File: src/rtl/reg_file_wb_pkg.sv
// Shared types and constants for the 32x32 register file with its write-back staging register.
package regfile_pkg;
    localparam int NUM_REGS = 32;
    localparam int ADDR_W   = 5;
    localparam int DATA_W   = 32;

    typedef logic [ADDR_W-1:0]   reg_addr_t;
    typedef logic [DATA_W-1:0]   reg_data_t;
    typedef logic [NUM_REGS-1:0] row_sel_t;
endpackage

File: src/rtl/reg_file_wb_if.sv
// Write request, two read ports and write-back status of the register file.
interface reg_file_wb_if #(
    parameter int DATA_W = 32
);
    import regfile_pkg::*;

    logic              wr_en;
    reg_addr_t         wr_addr;
    logic [DATA_W-1:0] wr_data;
    reg_addr_t         rd_addr_a;
    logic [DATA_W-1:0] rd_data_a;
    reg_addr_t         rd_addr_b;
    logic [DATA_W-1:0] rd_data_b;
    logic              wb_pending;
    row_sel_t          wb_sel;

    modport master (
        output wr_en, wr_addr, wr_data, rd_addr_a, rd_addr_b,
        input  rd_data_a, rd_data_b, wb_pending, wb_sel
    );

    modport slave (
        input  wr_en, wr_addr, wr_data, rd_addr_a, rd_addr_b,
        output rd_data_a, rd_data_b, wb_pending, wb_sel
    );
endinterface

File: src/rtl/reg_file_wb_decoder.sv
// 5-to-32 one-hot row decoder; all rows low while en is low.
module decoder_5to32 (
    input  logic [4:0]  sel,
    input  logic        en,
    output logic [31:0] y
);
    // One-hot row enable for the selected address
    always_comb begin
        y = 32'h0;
        if (en) begin
            y = 32'h1 << sel;
        end else begin
            y = 32'h0;
        end
    end
endmodule

File: src/rtl/reg_file_wb.sv
// 32-entry register file: writes are staged one cycle, read ports bypass from the stage.
module reg_file_wb #(
    parameter int DATA_W   = 32,
    parameter int ADDR_W   = 5,
    parameter bit ZERO_REG = 1'b1
) (
    input  logic          clk,
    input  logic          rst,
    reg_file_wb_if.slave  bus
);
    import regfile_pkg::*;

    logic [DATA_W-1:0] mem_r [2**ADDR_W];
    logic              stg_valid_r;
    reg_addr_t         stg_addr_r;
    logic [DATA_W-1:0] stg_data_r;
    row_sel_t          wb_sel_r;

    logic              wr_accept_s;
    row_sel_t          dec_sel_s;
    logic [DATA_W-1:0] rd_a_s;
    logic [DATA_W-1:0] rd_b_s;

    // Writes to a hardwired-zero entry never reach the staging register
    assign wr_accept_s = bus.wr_en & ~(ZERO_REG & (bus.wr_addr == 5'd0));

    decoder_5to32 u_dec (
        .sel (bus.wr_addr),
        .en  (wr_accept_s),
        .y   (dec_sel_s)
    );

    // Stage capture and array commit share one edge, so back-to-back writes never stall
    always_ff @(posedge clk or posedge rst) begin
        if (rst) begin
            stg_valid_r <= 1'b0;
            stg_addr_r  <= 5'd0;
            stg_data_r  <= {DATA_W{1'b0}};
            wb_sel_r    <= 32'h0;
            for (int i = 0; i < 2**ADDR_W; i++) begin
                mem_r[i] <= {DATA_W{1'b0}};
            end
        end else begin
            stg_valid_r <= wr_accept_s;
            wb_sel_r    <= dec_sel_s;
            // Address/data only captured for real writes so idle X never enters state
            if (wr_accept_s) begin
                stg_addr_r <= bus.wr_addr;
                stg_data_r <= bus.wr_data;
            end else begin
                stg_addr_r <= stg_addr_r;
                stg_data_r <= stg_data_r;
            end
            if (stg_valid_r) begin
                mem_r[stg_addr_r] <= stg_data_r;
            end else begin
                mem_r[stg_addr_r] <= mem_r[stg_addr_r];
            end
        end
    end

    // Read port A: zero entry, then pending write-back, then array
    always_comb begin
        rd_a_s = {DATA_W{1'b0}};
        if (ZERO_REG && (bus.rd_addr_a == 5'd0)) begin
            rd_a_s = {DATA_W{1'b0}};
        end else if (stg_valid_r && (stg_addr_r == bus.rd_addr_a)) begin
            rd_a_s = stg_data_r;
        end else begin
            rd_a_s = mem_r[bus.rd_addr_a];
        end
    end

    // Read port B: same priority as port A
    always_comb begin
        rd_b_s = {DATA_W{1'b0}};
        if (ZERO_REG && (bus.rd_addr_b == 5'd0)) begin
            rd_b_s = {DATA_W{1'b0}};
        end else if (stg_valid_r && (stg_addr_r == bus.rd_addr_b)) begin
            rd_b_s = stg_data_r;
        end else begin
            rd_b_s = mem_r[bus.rd_addr_b];
        end
    end

    assign bus.rd_data_a  = rd_a_s;
    assign bus.rd_data_b  = rd_b_s;
    assign bus.wb_pending = stg_valid_r;
    assign bus.wb_sel     = wb_sel_r;
endmodule

File: src/flat_wrapper.sv
// flat-port wrapper written by rule: the top's interface ports become plain ports
module reg_file_wb_flat import regfile_pkg::*;
#(
    parameter int DATA_W   = 32,
    parameter int ADDR_W   = 5,
    parameter bit ZERO_REG = 1'b1
)
  (clk, rst, bus_wr_en, bus_wr_addr, bus_wr_data, bus_rd_addr_a, bus_rd_addr_b, bus_rd_data_a, bus_rd_data_b, bus_wb_pending, bus_wb_sel);
  reg_file_wb_if #(.DATA_W(DATA_W)) bus_i ();
  input  logic clk;
  input  logic rst;
  input wire logic [$bits(bus_i.wr_en)-1:0] bus_wr_en;
  input wire logic [$bits(bus_i.wr_addr)-1:0] bus_wr_addr;
  input wire logic [$bits(bus_i.wr_data)-1:0] bus_wr_data;
  input wire logic [$bits(bus_i.rd_addr_a)-1:0] bus_rd_addr_a;
  input wire logic [$bits(bus_i.rd_addr_b)-1:0] bus_rd_addr_b;
  output wire logic [$bits(bus_i.rd_data_a)-1:0] bus_rd_data_a;
  output wire logic [$bits(bus_i.rd_data_b)-1:0] bus_rd_data_b;
  output wire logic [$bits(bus_i.wb_pending)-1:0] bus_wb_pending;
  output wire logic [$bits(bus_i.wb_sel)-1:0] bus_wb_sel;
  assign bus_i.wr_en = bus_wr_en;
  assign bus_i.wr_addr = bus_wr_addr;
  assign bus_i.wr_data = bus_wr_data;
  assign bus_i.rd_addr_a = bus_rd_addr_a;
  assign bus_i.rd_addr_b = bus_rd_addr_b;
  assign bus_rd_data_a = bus_i.rd_data_a;
  assign bus_rd_data_b = bus_i.rd_data_b;
  assign bus_wb_pending = bus_i.wb_pending;
  assign bus_wb_sel = bus_i.wb_sel;
  reg_file_wb #(.DATA_W(DATA_W), .ADDR_W(ADDR_W), .ZERO_REG(ZERO_REG)) u_core (.clk(clk), .rst(rst), .bus(bus_i));
endmodule
File: config.mk
export PLATFORM = sky130hd
export DESIGN_NAME = reg_file_wb_flat
export DESIGN_NICKNAME = d
export VERILOG_FILES = /design/src/rtl/reg_file_wb_pkg.sv /design/src/rtl/reg_file_wb_if.sv /design/src/rtl/reg_file_wb_decoder.sv /design/src/rtl/reg_file_wb.sv /design/src/flat_wrapper.sv
export SDC_FILE = /design/constraint.sdc
export NUM_CORES = 2
export LEC_CHECK = 0
export BUFFER_PORTS_ARGS = -buffer_cell sky130_fd_sc_hd__buf_4
export CORE_MARGIN = 2
export CORE_UTILIZATION = 64
export DETAILED_ROUTE_END_ITERATION = 7
export PLACE_DENSITY = 0.81
export REMOVE_ABC_BUFFERS = 1
export SLEW_MARGIN = 10
export SYNTH_ARGS = -nofsm -noshare
export SYNTH_HDL_FRONTEND = slang
export SYNTH_SLANG_ARGS = --single-unit
File: constraint.sdc
create_clock -name clk -period 40.5 [get_ports clk]
set_input_delay 4.05 -clock clk [delete_from_list [all_inputs] [get_ports clk]]
set_output_delay 4.05 -clock clk [all_outputs]
set_load 0.05 [all_outputs]
==> metrics.txt <==
largest family of logic cells by synthesized area=multiplexers; Syn Inst Count=approximately 5300; max-slew violation count=0; # resized after CTS=0; mux contribution to synthesized area=about a third; Post-synth ARST share=100%; outcome=finished with violations; gr usage total=a little under half; Mapped Avg Cell Area=12.1 sq um; reg-to-reg startpoint=u_core.stg_addr_r[0]; CTS tree=built; top cells by count, synth=dfrtp_1, nand2_1, mux2_2; number of global-route vias before repair=roughly 52000; routed len/inst=36.4 um; reg-to-reg endpoint=u_core.mem_r[2]; Worst-Skew Late Latency=about 750 ps; PD cells=~68 nW/um^2; Layout Skew=roughly 26 ps; CP Cell Sequence=buf_8 > buf_4 > buf_4 > mux4_2 > a22oi_1 > a21oi_1 > a221o_1 > buf_4; Max Freq=83.6 MHz; Yosys top cell by area=dfrtp_1; critical path data arrival time=7910 ps; worst path required time=approximately 36000 ps; Worst-path clk slew=approximately 60 ps; Clock Path Buffers=3; max cap viols=0; worst-path fanout max=50; setup TNS=0 ps; internal power=around 0.003 W; largest cells by area after synthesis=dfrtp_1, mux4_2, mux2_2; Routed WL=241000 um; Compound-Gate Fraction of Synth Area=between 10% and 20%; register area share after synthesis=between 40% and 50%; Synth Area in Simple Gates=between 6 and 7%; Vias=between 50000 and 60000; GR Overflow Total=0; Clk Tree Root Cell=clkbuf_16; failing checks=DRC; slowest stage cell on the critical path=buf_4; RSZ-0062 raised after global routing=no; Remaining DRCs=3; layout cells sized above 1=about a third; I/O pin count=147; Vias/cell=8.03; count of buffers from port buffering=between 100 and 150; CP startpoint=bus_rd_addr_b[0]; die span in y=approximately 320 um; most common cell in the netlist=dfrtp_1; DP HPWL=about 130000 um; setup slack, reg-to-reg=34790 ps; row cnt=~120; final core occ=between 70% and 80%; Pre-Repair DR Iteration Count=8; post-synthesis cell area=64800 sq um; Rel. slew slack=between 10 and 15%; Most common cell on crit path=buf_4; DIE AREA=approximately 100000 sq um; min Tclk post-route=roughly 12000 ps; post-route cell area=around 70000 sq um; Worst Setup EP=bus_rd_data_b[4]; Sink Count=1094; Iteration-0 DRC Markers=between 9000 and 10000; Flop pwr share=41.7%; Post-synth EDFFs=0; setup violators final=0; Worst Setup End Kind=primary output; initial antenna violation count=8; Num CTS Buffers=around 120; worst vdd rail ir drop=between 0.04 and 0.05 mV; Final #Nets=between 5000 and 6000; H-tree lvl count=3; Initial Utilization=~65%; P_sw=approximately 0.0017 W; Post-Synth XOR/XNOR Area=0.135%; adder-cell share of the synthesized area=0%; Clk pwr share=24.7%; Crit Path Class=input pin to primary output; Post-synth top flop=dfrtp_1; Gate power share=between 30 and 40%; antenna-violating nets left=0; startpoint types=input pin; final hold vios=0; cells on worst reg2reg path=9; Synth top area share=42.2%; max incr delay on CP=a little under 800 ps; switching portion of total power=a little over a third; Yosys warnings=0; setup bufs post-CTS=0; Final GP Congestion=approximately 0.94; Seq cells post-synth=about 1100; CORE AREA=around 100000 sq um; Hold Crit Class=flip-flop to flip-flop; final period utilization=between 20% and 30%; post-synth cell types=70; Worst Max-Slew Pin Slew=1270 ps; placed cell areas=~66000 sq um; CTS Hold Bufs=0; area delta synth->final=8.80%; Chip Width=~320 um; global-route wire length before repair=between 300000 and 400000 um; leakage=30.2 nW; largest net degree at the start of global routing=around 190
critical path: cells and delay by family:
family                 cells  cell delay [ps]
AO/OA/AOI/OAI              3              880
buffers and inverters      4             2170
multiplexers               1              600
cells in the final DEF, fill, tap and decap left out, drive strengths merged, types with 25 or more instances in the layout:
master	instances
a211oi	25
a21oi	94
a22oi	208
a32o	32
buf	278
clkbuf	151
clkinv	29
dfrtp	1094
inv	26
mux2	583
mux2i	296
mux4	579
nand2	735
nor2	92
nor2b	36
nor3	35
nor4	27
o21ai	543
o221ai	63
o22ai	94
final cells by class:
| type | count | area [sq um] |
|---|---|---|
| flip-flops and latches | 1094 | 27400 |
| inverters | 21 | 86.3 |
| clock inverters | 62 | 977 |
| repair buffers | 278 | 2230 |
| multi-input cells | 3646 | 34900 |
| well taps | 1357 | 1700 |
| fillers | 6620 | 29800 |
| diodes | 5 | 12.5 |
| clock buffers | 151 | 3220 |
metal layers:
layer	global-route usage [%]	vias to the layer above	wire, um
li1	-	20000	-
met1	56.9	26000	76300
met2	62.4	5354	97100
met3	22.7	1677	42600
met4	37.2	18	24200
met5	1.85	-	323
through the flow:
step | hold slack, ps | power, W | worst slack, ps | cells
3_3_place_gp | 491 | 0.00342 | 28670 | 6394
2_1_floorplan | 475 | 0.00305 | 5650 | 4761
4_1_cts | 520 | 0.00470 | 28570 | 6607
3_5_place_dp | 508 | 0.00352 | 28600 | 6394
6_report | 520 | 0.00479 | 28540 | 6614
5_1_grt | 548 | 0.00496 | 28250 | 6611
kinds of logic after synthesis:
kind of cell	after synthesis
multiplexers	1458
AO/OA/AOI/OAI	1178
flip-flops	1094
AND/OR/NAND/NOR	999
buffers and inverters	607
XOR/XNOR	10
other	1
registers in the layout (all words and copies together) (netlist names):
name,count
u_core.stg_addr_r,5
u_core.bus.wb_sel,32
u_core.bus.wb_pending,1
u_core.stg_data_r,32
u_core.mem_r,1024
power groups by stage:
stage          Clock (W)  Combinational [W]  Sequential [W]
3_3_place_gp           0            0.00150         0.00192
2_1_floorplan          0            0.00121         0.00184
3_5_place_dp           0            0.00155         0.00197
5_1_grt          0.00123            0.00170         0.00203
4_1_cts          0.00118            0.00157         0.00196
6_report         0.00118            0.00161         0.00200
how the worst min path moves through the flow:
stage | startpoint | slack, ps | cells after the start | endpoint
after CTS | u_core.mem_r[937] | 520 | 2 | u_core.mem_r[937]
final | u_core.mem_r[937] | 520 | 2 | u_core.mem_r[937]
after floorplan | u_core.mem_r[546] | 470 | 2 | u_core.mem_r[546]
after global placement | u_core.mem_r[414] | 490 | 2 | u_core.mem_r[414]
after global routing | u_core.mem_r[94] | 550 | 2 | u_core.mem_r[94]
after detailed placement | u_core.mem_r[662] | 510 | 2 | u_core.mem_r[662]
No activity file was read; power rests on OpenSTA's default activity.
